--- src/rtl/riscv_core_pkg.sv ---
// Shared RV32I core enums used by the control unit, the datapath and their bench.
package riscv_core_pkg;

   typedef enum logic [3:0] {
      ADD, SUB, AND, OR, XOR, SLT, SLTU, SLL, SRL, SRA, SRC1, SRC2
   } alu_ctrl_t;

   typedef enum logic [1:0] {
      LESS, EQUAL, GREATER
   } alu_comp_t;

endpackage

--- src/rtl/riscv_ctrl_fsm_if.sv ---
// Control-unit <-> datapath bundle: instruction/compare/memory-ack in, every select and enable out.
// master = control unit, slave = datapath side.
interface riscv_ctrl_fsm_if;

   logic [31:0]                instr;
   riscv_core_pkg::alu_comp_t  ALU_comp;
   logic                       mem_ack;

   logic [1:0]                 ALU_src1_sel;
   logic [1:0]                 ALU_src2_sel;
   riscv_core_pkg::alu_ctrl_t  ALU_ctrl;
   logic                       pc_we;
   logic                       pc_src;
   logic                       pc_clr_lsb;
   logic                       ir_we;
   logic                       alu_out_we;
   logic                       rd_we;
   logic [1:0]                 result_sel;
   logic                       mem_req;
   logic                       mem_we;
   logic                       mem_addr_sel;
   logic                       halt;

   modport master (
      input  instr, ALU_comp, mem_ack,
      output ALU_src1_sel, ALU_src2_sel, ALU_ctrl, pc_we, pc_src, pc_clr_lsb,
             ir_we, alu_out_we, rd_we, result_sel, mem_req, mem_we, mem_addr_sel, halt
   );

   modport slave (
      output instr, ALU_comp, mem_ack,
      input  ALU_src1_sel, ALU_src2_sel, ALU_ctrl, pc_we, pc_src, pc_clr_lsb,
             ir_we, alu_out_we, rd_we, result_sel, mem_req, mem_we, mem_addr_sel, halt
   );

endinterface

--- src/rtl/riscv_ctrl_fsm.sv ---
// Multicycle RV32I sequencer: 3 cycles ALU/branch/jump, 4 store, 5 load with zero-wait memory.
// Request states hold mem_req until mem_ack; FETCH enables are gated by mem_ack combinationally.
module riscv_ctrl_fsm
   import riscv_core_pkg::*;
(
   input  logic              clk,
   input  logic              rst,
   riscv_ctrl_fsm_if.master  bus
);

   localparam logic [6:0] OP_LOAD   = 7'b0000011;
   localparam logic [6:0] OP_STORE  = 7'b0100011;
   localparam logic [6:0] OP_R      = 7'b0110011;
   localparam logic [6:0] OP_I      = 7'b0010011;
   localparam logic [6:0] OP_LUI    = 7'b0110111;
   localparam logic [6:0] OP_AUIPC  = 7'b0010111;
   localparam logic [6:0] OP_BRANCH = 7'b1100011;
   localparam logic [6:0] OP_JAL    = 7'b1101111;
   localparam logic [6:0] OP_JALR   = 7'b1100111;
   localparam logic [6:0] OP_FENCE  = 7'b0001111;

   typedef enum logic [3:0] {
      FETCH, DECODE, MEMADR, MEMREAD, MEMWB, MEMWRITE,
      EXEC_R, EXEC_I, EXEC_U, BRANCH, JAL, JALR, TRAP
   } state_t;

   state_t     state;
   state_t     state_nxt;

   logic [6:0] opcode;
   logic [2:0] funct3;
   logic       alt;
   logic       branch_taken;
   logic       unused_instr_bits;

   assign opcode = bus.instr[6:0];
   assign funct3 = bus.instr[14:12];
   assign alt    = bus.instr[30];
   assign unused_instr_bits = ^{bus.instr[31], bus.instr[29:15], bus.instr[11:7]};

   logic [1:0] src1;
   logic [1:0] src2;
   alu_ctrl_t  alu_op;
   logic       pc_we;
   logic       pc_src;
   logic       pc_clr_lsb;
   logic       ir_we;
   logic       alu_out_we;
   logic       rd_we;
   logic [1:0] result_sel;
   logic       mem_req;
   logic       mem_we;
   logic       mem_addr_sel;
   logic       halt;

   // instr[30] selects SUB only for register-register ops; shifts honour it in both forms.
   function automatic alu_ctrl_t exec_op(input logic [2:0] f3, input logic a, input logic is_r);
      alu_ctrl_t op;
      case (f3)
         3'd0:    op = (is_r && a) ? SUB : ADD;
         3'd1:    op = SLL;
         3'd2:    op = SLT;
         3'd3:    op = SLTU;
         3'd4:    op = XOR;
         3'd5:    op = a ? SRA : SRL;
         3'd6:    op = OR;
         default: op = AND;
      endcase
      return op;
   endfunction

   always_comb begin
      branch_taken = 1'b0;
      case (funct3)
         3'd0:       branch_taken = (bus.ALU_comp == EQUAL);
         3'd1:       branch_taken = (bus.ALU_comp != EQUAL);
         3'd4, 3'd6: branch_taken = (bus.ALU_comp == LESS);
         3'd5, 3'd7: branch_taken = (bus.ALU_comp != LESS);
         default:    branch_taken = 1'b0;
      endcase
   end

   always_ff @(posedge clk) begin
      if (rst) begin
         state <= FETCH;
      end else begin
         state <= state_nxt;
      end
   end

   always_comb begin
      state_nxt = state;
      case (state)
         FETCH: begin
            if (bus.mem_ack) begin
               state_nxt = DECODE;
            end
         end
         DECODE: begin
            case (opcode)
               OP_LOAD, OP_STORE: state_nxt = MEMADR;
               OP_R:              state_nxt = EXEC_R;
               OP_I:              state_nxt = EXEC_I;
               OP_LUI, OP_AUIPC:  state_nxt = EXEC_U;
               OP_BRANCH:         state_nxt = (funct3[2:1] == 2'b01) ? TRAP : BRANCH;
               OP_JAL:            state_nxt = JAL;
               OP_JALR:           state_nxt = JALR;
               OP_FENCE:          state_nxt = FETCH;
               default:           state_nxt = TRAP;
            endcase
         end
         // Loads and stores differ only in opcode bit 5.
         MEMADR:   state_nxt = opcode[5] ? MEMWRITE : MEMREAD;
         MEMREAD: begin
            if (bus.mem_ack) begin
               state_nxt = MEMWB;
            end
         end
         MEMWRITE: begin
            if (bus.mem_ack) begin
               state_nxt = FETCH;
            end
         end
         MEMWB, EXEC_R, EXEC_I, EXEC_U, BRANCH, JAL, JALR: state_nxt = FETCH;
         TRAP:     state_nxt = TRAP;
         default:  state_nxt = FETCH;
      endcase
   end

   // Outputs hold idle defaults throughout reset so an in-flight request drops at once.
   always_comb begin
      src1         = 2'd2;
      src2         = 2'd1;
      alu_op       = ADD;
      pc_we        = 1'b0;
      pc_src       = 1'b0;
      pc_clr_lsb   = 1'b0;
      ir_we        = 1'b0;
      alu_out_we   = 1'b0;
      rd_we        = 1'b0;
      result_sel   = 2'd0;
      mem_req      = 1'b0;
      mem_we       = 1'b0;
      mem_addr_sel = 1'b0;
      halt         = 1'b0;
      if (!rst) begin
         case (state)
            FETCH: begin
               mem_req = 1'b1;
               src1    = 2'd0;
               src2    = 2'd2;
               if (bus.mem_ack) begin
                  ir_we = 1'b1;
                  pc_we = 1'b1;
               end
            end
            DECODE: begin
               src1       = 2'd1;
               alu_out_we = 1'b1;
            end
            MEMADR: begin
               alu_out_we = 1'b1;
            end
            MEMREAD: begin
               mem_req      = 1'b1;
               mem_addr_sel = 1'b1;
            end
            MEMWB: begin
               rd_we      = 1'b1;
               result_sel = 2'd2;
            end
            MEMWRITE: begin
               mem_req      = 1'b1;
               mem_we       = 1'b1;
               mem_addr_sel = 1'b1;
            end
            EXEC_R: begin
               src2   = 2'd0;
               alu_op = exec_op(funct3, alt, 1'b1);
               rd_we  = 1'b1;
            end
            EXEC_I: begin
               alu_op = exec_op(funct3, alt, 1'b0);
               rd_we  = 1'b1;
            end
            EXEC_U: begin
               if (opcode == OP_LUI) begin
                  alu_op = SRC2;
               end else begin
                  src1 = 2'd1;
               end
               rd_we = 1'b1;
            end
            BRANCH: begin
               src2   = 2'd0;
               alu_op = (funct3[2:1] == 2'b11) ? SLTU : SLT;
               if (branch_taken) begin
                  pc_we  = 1'b1;
                  pc_src = 1'b1;
               end
            end
            JAL: begin
               pc_we      = 1'b1;
               pc_src     = 1'b1;
               rd_we      = 1'b1;
               result_sel = 2'd3;
            end
            // rd takes the pre-update PC on the same edge the PC is redirected.
            JALR: begin
               pc_we      = 1'b1;
               pc_clr_lsb = 1'b1;
               rd_we      = 1'b1;
               result_sel = 2'd3;
            end
            TRAP: begin
               halt = 1'b1;
            end
            default: begin
               halt = 1'b0;
            end
         endcase
      end
   end

   assign bus.ALU_src1_sel = src1;
   assign bus.ALU_src2_sel = src2;
   assign bus.ALU_ctrl     = alu_op;
   assign bus.pc_we        = pc_we;
   assign bus.pc_src       = pc_src;
   assign bus.pc_clr_lsb   = pc_clr_lsb;
   assign bus.ir_we        = ir_we;
   assign bus.alu_out_we   = alu_out_we;
   assign bus.rd_we        = rd_we;
   assign bus.result_sel   = result_sel;
   assign bus.mem_req      = mem_req;
   assign bus.mem_we       = mem_we;
   assign bus.mem_addr_sel = mem_addr_sel;
   assign bus.halt         = halt;

endmodule

--- src/flat_wrapper.sv ---
// flat-port wrapper written by rule: the top's interface ports become plain ports
module riscv_ctrl_fsm_flat import riscv_core_pkg::*;
  (clk, rst, bus_instr, bus_ALU_comp, bus_mem_ack, bus_ALU_src1_sel, bus_ALU_src2_sel, bus_ALU_ctrl, bus_pc_we, bus_pc_src, bus_pc_clr_lsb, bus_ir_we, bus_alu_out_we, bus_rd_we, bus_result_sel, bus_mem_req, bus_mem_we, bus_mem_addr_sel, bus_halt);
  riscv_ctrl_fsm_if bus_i ();
  input  logic clk;
  input  logic rst;
  input wire logic [$bits(bus_i.instr)-1:0] bus_instr;
  input wire logic [$bits(bus_i.ALU_comp)-1:0] bus_ALU_comp;
  input wire logic [$bits(bus_i.mem_ack)-1:0] bus_mem_ack;
  output wire logic [$bits(bus_i.ALU_src1_sel)-1:0] bus_ALU_src1_sel;
  output wire logic [$bits(bus_i.ALU_src2_sel)-1:0] bus_ALU_src2_sel;
  output wire logic [$bits(bus_i.ALU_ctrl)-1:0] bus_ALU_ctrl;
  output wire logic [$bits(bus_i.pc_we)-1:0] bus_pc_we;
  output wire logic [$bits(bus_i.pc_src)-1:0] bus_pc_src;
  output wire logic [$bits(bus_i.pc_clr_lsb)-1:0] bus_pc_clr_lsb;
  output wire logic [$bits(bus_i.ir_we)-1:0] bus_ir_we;
  output wire logic [$bits(bus_i.alu_out_we)-1:0] bus_alu_out_we;
  output wire logic [$bits(bus_i.rd_we)-1:0] bus_rd_we;
  output wire logic [$bits(bus_i.result_sel)-1:0] bus_result_sel;
  output wire logic [$bits(bus_i.mem_req)-1:0] bus_mem_req;
  output wire logic [$bits(bus_i.mem_we)-1:0] bus_mem_we;
  output wire logic [$bits(bus_i.mem_addr_sel)-1:0] bus_mem_addr_sel;
  output wire logic [$bits(bus_i.halt)-1:0] bus_halt;
  assign bus_i.instr = bus_instr;
  assign bus_i.ALU_comp = bus_ALU_comp;
  assign bus_i.mem_ack = bus_mem_ack;
  assign bus_ALU_src1_sel = bus_i.ALU_src1_sel;
  assign bus_ALU_src2_sel = bus_i.ALU_src2_sel;
  assign bus_ALU_ctrl = bus_i.ALU_ctrl;
  assign bus_pc_we = bus_i.pc_we;
  assign bus_pc_src = bus_i.pc_src;
  assign bus_pc_clr_lsb = bus_i.pc_clr_lsb;
  assign bus_ir_we = bus_i.ir_we;
  assign bus_alu_out_we = bus_i.alu_out_we;
  assign bus_rd_we = bus_i.rd_we;
  assign bus_result_sel = bus_i.result_sel;
  assign bus_mem_req = bus_i.mem_req;
  assign bus_mem_we = bus_i.mem_we;
  assign bus_mem_addr_sel = bus_i.mem_addr_sel;
  assign bus_halt = bus_i.halt;
  riscv_ctrl_fsm u_core (.clk(clk), .rst(rst), .bus(bus_i));
endmodule
--- config.mk ---
export PLATFORM = sky130hd
export DESIGN_NAME = riscv_ctrl_fsm_flat
export DESIGN_NICKNAME = d
export VERILOG_FILES = /design/src/rtl/riscv_core_pkg.sv /design/src/rtl/riscv_ctrl_fsm_if.sv /design/src/rtl/riscv_ctrl_fsm.sv /design/src/flat_wrapper.sv
export SDC_FILE = /design/constraint.sdc
export NUM_CORES = 1
export LEC_CHECK = 0
export ABC_CLOCK_PERIOD_IN_PS = 1250
export BUFFER_PORTS_ARGS = -buffer_cell sky130_fd_sc_hd__buf_4
export CORE_MARGIN = 2
export CORE_UTILIZATION = 33
export DETAILED_ROUTE_END_ITERATION = 10
export PLACE_DENSITY_LB_ADDON = 0.25
export SETUP_SLACK_MARGIN = 0.5
export SYNTH_ARGS = -nofsm -noshare
export SYNTH_HDL_FRONTEND = slang
export SYNTH_SLANG_ARGS = --single-unit
--- constraint.sdc ---
create_clock -name clk -period 1.25 [get_ports clk]
set_input_delay 0.0625 -clock clk [delete_from_list [all_inputs] [get_ports clk]]
set_output_delay 0.0625 -clock clk [all_outputs]
set_load 0.1 [all_outputs]
# Word-level counts from Yosys, hierarchy flattened
# Index checks and enable logic that the tools add are counted.
# totals
elab_cells,97
latch_bits,0
reg_bits,4
ram_bits,0
output_inout_bits,20
mem_bits_ro,0
memories,0
# classes
n_div,0
addsub,0
n_mux,45
shifts,0
n_mul,0
n_eq_ne,36
reduce_logical,15
order_cmp,0
n_bitwise,0
# op_table
cell,n
$pmux W4 S7,2
$pmux W4 S8,1
$pmux W4 S6,1
$mux W1,22
$eq A7 B6 Y1 const B,3
$eq A7 B7 Y1 const B,3
$eq A4 B4 Y1 const B,5
$mux W4,5
$eq A4 B3 Y1 const B,4
$pmux W4 S4,1
$reduce_or A2 Y1,8
$eq A7 B5 Y1 const B,2
$eq A3 B3 Y1 const B,4
$mux W2,5
$eq A4 B2 Y1 const B,2
$pmux W2 S2,2
$eq A7 B2 Y1 const B,1
$eq A7 B4 Y1 const B,1
$eq A3 B2 Y1 const B,2
$mux W3,2
$ne A2 B2 Y1 const B,3
$pmux W2 S3,1
$reduce_or A6 Y1,1
$eq A2 B1 Y1 const B,2
13 further kinds,13

# Logic depth before layout (Yosys ltp)
# logic_depth
ltp_word,6
mapped_depth,5
ltp_nobuf,4

# Least setup slack after synthesis
# No wires, ideal clock.
# synth_path
path_type,register -> output
start,register u_core.state[1]
end,output bus_mem_req
path_stages_with_launch,5
required_ns,1.188
slack_ns,-2.456
arrival_time_ns,3.643
path_cell_list,dfxtp_1 -> buf_4 -> or3_4 -> nor3_1 -> or2_2
# synth_between
elab_chain_cells,4
# synth_rtl
element,line_no,source
from (decl),riscv_ctrl_fsm.sv:27,state_t state;
from (signal assigned),riscv_ctrl_fsm.sv:87,state <= state_nxt;
"$eq A4 B2 Y1, or another cell as far along",riscv_ctrl_fsm.sv:147,case (state)
$reduce_or A3 Y1 (no source line) (*),-,
$mux W1 (*),riscv_ctrl_fsm.sv:147,
$mux W1 (*),riscv_ctrl_fsm.sv:146,if (!rst) begin
to (decl),flat_wrapper.sv:20,output wire logic [$bits(bus_i.mem_req)-1:0] bus_mem_req;
# Mark *: on every way between the ends. The rest lies on a longest branch, timed or not.

# Final worst setup path
# layout_path
start,register u_core.state[3]
end,output bus_ALU_ctrl[1]
# layout_between
elab_chain_cells,3
# layout_rtl
element,line_no,source
$eq A4 B4 Y1 / $eq A4 B3 Y1 (equally long branches),riscv_ctrl_fsm.sv:147,
$pmux W4 S4 (*),riscv_ctrl_fsm.sv:147,
$mux W4 (*),riscv_ctrl_fsm.sv:146,
to (decl),flat_wrapper.sv:12,output wire logic [$bits(bus_i.ALU_ctrl)-1:0] bus_ALU_ctrl;
# Marked as above.

==> metrics.csv <==
stage;metric;value;unit
run_status;outcome;finished, violations left;
run_status;failing checks;negative setup slack;
min_path;worst min-delay path category;in2reg;
final_layout;cell area after layout;2150;sq um
grt;total track usage;28.7;%
detailed_routing;antenna viol nets, final;0;
timing;fmax;543;MHz
final_layout;fillers;115;
timing;Relative slew margins;75.9;%
final_layout;number of diodes;0;
floorplan;die area;2920;sq um
detailed_routing;Initial DRC Count;33;
setup_path;Setup crit start kind;flip-flop;
detailed_routing;number of vias per cell;5.93;
setup_path;crit path launch;u_core.state[3];
final_layout;most frequent cells in the layout;buf_4 (48), buf_6 (19), buf_12 (18);
timing;final-report max-slew violation count;0;
final_layout;largest registers;u_core.state x4;
synth;Net Count, Synth;162;
synth;synthesized area per cell;6.62;sq um
min_path;Hold Path Cell Cnt;4;
floorplan;Ports;57;
detailed_routing;wire length per cell;20.5;um
synth;Post-Synth XOR/XNOR Area;3.18;%
setup_path;critical path's slowest cell;dfxtp_4;
synth;synthesized area;827;sq um
job;MaxCap Viol Count;0;
timing;setup ws final;-0.592;ns
grt;largest net degree at the start of global routing;12;
setup_path;crit path kind;reg2out;
setup_path;Max stage delay on crit path;0.35;ns
floorplan;Starting Density;34.0;%
final_layout;FF+latch area;92.6;sq um
clock_tree;CTS H-Tree Depth;1;
place;Port Buffer Count;35;
setup_path;Critical path buffers and inverters;3;
setup_path;critical path's top delay family;compound AO/OA/AOI/OAI gates;
clock_tree;Root Driver;clkbuf_4;
clock_tree;Longest Clk Path Bufs;2;
detailed_routing;DR pass1 iterations;5;
setup_path;crit-path max FO;5;
final_layout;share of layout cells above drive strength 1;69.6;%
place;Placer Congestion;0.804;
floorplan;Die H;54.1;um
grt;vias in the first global route;1368;
final_layout;max reg flops;4;
grt;first-pass GRT wire length;5920;um
timing;Tightest Pin Transition;0.357;ns
synth;Post-Syn Instances;125;
synth;Async SR Flop Fraction;0;%
clock_tree;clock sinks;4;
min_path;Hold Path Origin;bus_mem_ack;
final_layout;multi-input logic area;1040;sq um
setup_path;endpoint type of the worst setup path;primary output;
timing;final setup fails;24;
setup_path;CP arrival;1.78;ns
setup_path;Critical R2R Launch;u_core.state[3];
grt;initial antenna violation count;0;
floorplan;Die W;54.1;um
setup_path;Worst Path Required;1.19;ns
synth;Primary FF master, synth;dfxtp_1;
pwr;Pwr Density;521;nW/um^2
clock_tree;clock buffer count from CTS;3;
place;dpl cell area;1610;sq um
place;dpl ws;-0.319;ns
detailed_routing;drt drc;0;
synth;Adder-Cell Fraction of Synth Area;0;%
final_layout;most common cell after layout, fill and taps aside;buf_4;
setup_path;R2R Path End;u_core.state[3];
detailed_routing;routed vias;1388;
synth;compound-cell area share of the yosys netlist;30.6;%
setup_path;Reg2Reg Setup Slack;-0.38;ns
synth;synthesized flop and latch total;4;
final_layout;# nets final;243;
timing;Final Hold Viols;0;
synth;register area share after synthesis;9.68;%
clock_tree;Clk Latency, worst-skew pair;0.25;ns
place;dpl hpwl;2460;um
clock_tree;CTS tree;built;
timing;RSZ-0062 raised after global routing;true;
detailed_routing;WL final;4790;um
synth;simple-gate portion of the synthesized area;46.7;%
timing;post-route minimum period;1.84;ns
timing;Final period util;147;%
pwr;leakage power total;0.860;nW
setup_path;crit-path cells;buf_6 -> and3b_2 -> buf_4 -> o211ai_1 -> a31oi_4 -> buf_12;
timing;Setup TNS;-9.49;ns
pwr;worst vdd ir;0.502;mV
synth;Yosys warning count;0;
pwr;total power;1.12;mW
synth;EDFF count, synth;0;
floorplan;Rows;18;
final_layout;Top reg by flops;u_core.state;
clock_tree;Clock transition at path regs;0.05;ns
min_path;hold endpoint;u_core.state[1];
final_layout;Synth-to-Final Area Change;160;%
synth;mux cell area share after synthesis;1.21;%
floorplan;CORE AREA;2430;sq um
synth;largest family of logic cells by synthesized area;simple AND/OR/NAND/NOR gates;
synth;Netlist cell types;46;
grt;grt ovf;0;
setup_path;depth of the worst register-to-register path;7;
timing;Final Skew;0.00827;ns
what timing repair did:
action	CTS	global route
endpoints found under the hold margin	0	0
buffers inserted	5	4
setup endpoints to repair	24	24
resized for setup	83	24
cloned	0	0
hold buffers	0	0
pin swaps	8	20
cell usage after synthesis (2+ instances only):
library cell / n / area (sq um)
nand3b_1: 3 / 22.5
nor2b_1: 3 / 18.8
nand2_1: 6 / 22.5
nand4_1: 2 / 12.5
nor2_1: 12 / 45.0
a211oi_1: 2 / 15.0
xnor2_1: 3 / 26.3
clkbuf_1: 3 / 11.3
nand2b_1: 4 / 25.0
nor3_1: 5 / 25.0
dfxtp_1: 4 / 80.1
o21a_1: 3 / 22.5
inv_1: 6 / 22.5
o21ai_0: 7 / 35.0
nor4_1: 2 / 12.5
a31oi_1: 4 / 25.0
nand3_1: 4 / 20.0
o21bai_1: 3 / 22.5
and2b_1: 3 / 22.5
nor3b_1: 2 / 15.0
a21oi_1: 9 / 45.0
buf_2: 3 / 15.0
o2111ai_1: 2 / 17.5
buf_4: 3 / 22.5
or2_2: 4 / 25.0
or3_1: 3 / 18.8
cell families after synthesis:
| logic type | after synthesis |
|---|---|
| compound gates | 38 |
| xor+xnor | 3 |
| buf+inv | 15 |
| flops | 4 |
| mux | 1 |
| simple gates | 64 |
worst register-to-register path, stage by stage (launching register included):
cell and delay (ns):
dfxtp_4 0.34, buf_4 0.13, buf_6 0.13, buf_6 0.11
nand2b_4 0.18, buf_6 0.14, or3_4 0.36, a211oi_2 0.16
metrics by stage:
step / cells / hold WS (ns) / utilization [%]
2_1_floorplan: 125 / 0.236 / -
3_3_place_gp: 222 / 0.435 / 66.4
3_5_place_dp: 222 / 0.448 / 66.4
4_1_cts: 230 / 0.203 / 83.2
5_1_grt: 234 / 0.227 / 88.3
6_report: 234 / 0.189 / 88.3
layer usage:
| layer | wire [um] | track usage [%] | vias to the layer above |
|---|---|---|---|
| li1 | - | - | 625 |
| met1 | 1720 | 28.1 | 651 |
| met2 | 2440 | 54.1 | 87 |
| met3 | 412 | 5.28 | 25 |
| met4 | 213 | 18.8 | 0 |
| met5 | 0 | 0 | - |
where the power goes:
part           total [mW]  leakage [nW]  internal [mW]  switching (mW)
combinational       0.796         0.811          0.336           0.459
sequential          0.143        0.0353          0.131          0.0119
clock               0.181        0.0138          0.109          0.0718
how the worst max path moves through the flow:
stage	end	slack [ns]	cells after the start
2_1_floorplan	bus_mem_req	-0.90	4
3_3_place_gp	bus_ALU_ctrl[0]	-0.29	5
3_5_place_dp	bus_ALU_ctrl[0]	-0.32	5
4_1_cts	bus_ALU_ctrl[1]	-0.45	6
5_1_grt	bus_ALU_ctrl[1]	-0.61	6
6_report	bus_ALU_ctrl[1]	-0.59	6
final cells by class:
class	count	share of cell area, %
Clock buffer	3	1.05
Tap cell	30	1.75
Inverter	6	1.05
Multi-Input combinational cell	106	48.3
Sequential cell	4	4.31
Timing Repair Buffer	85	43.5
Power figures use the tool's default switching activity.
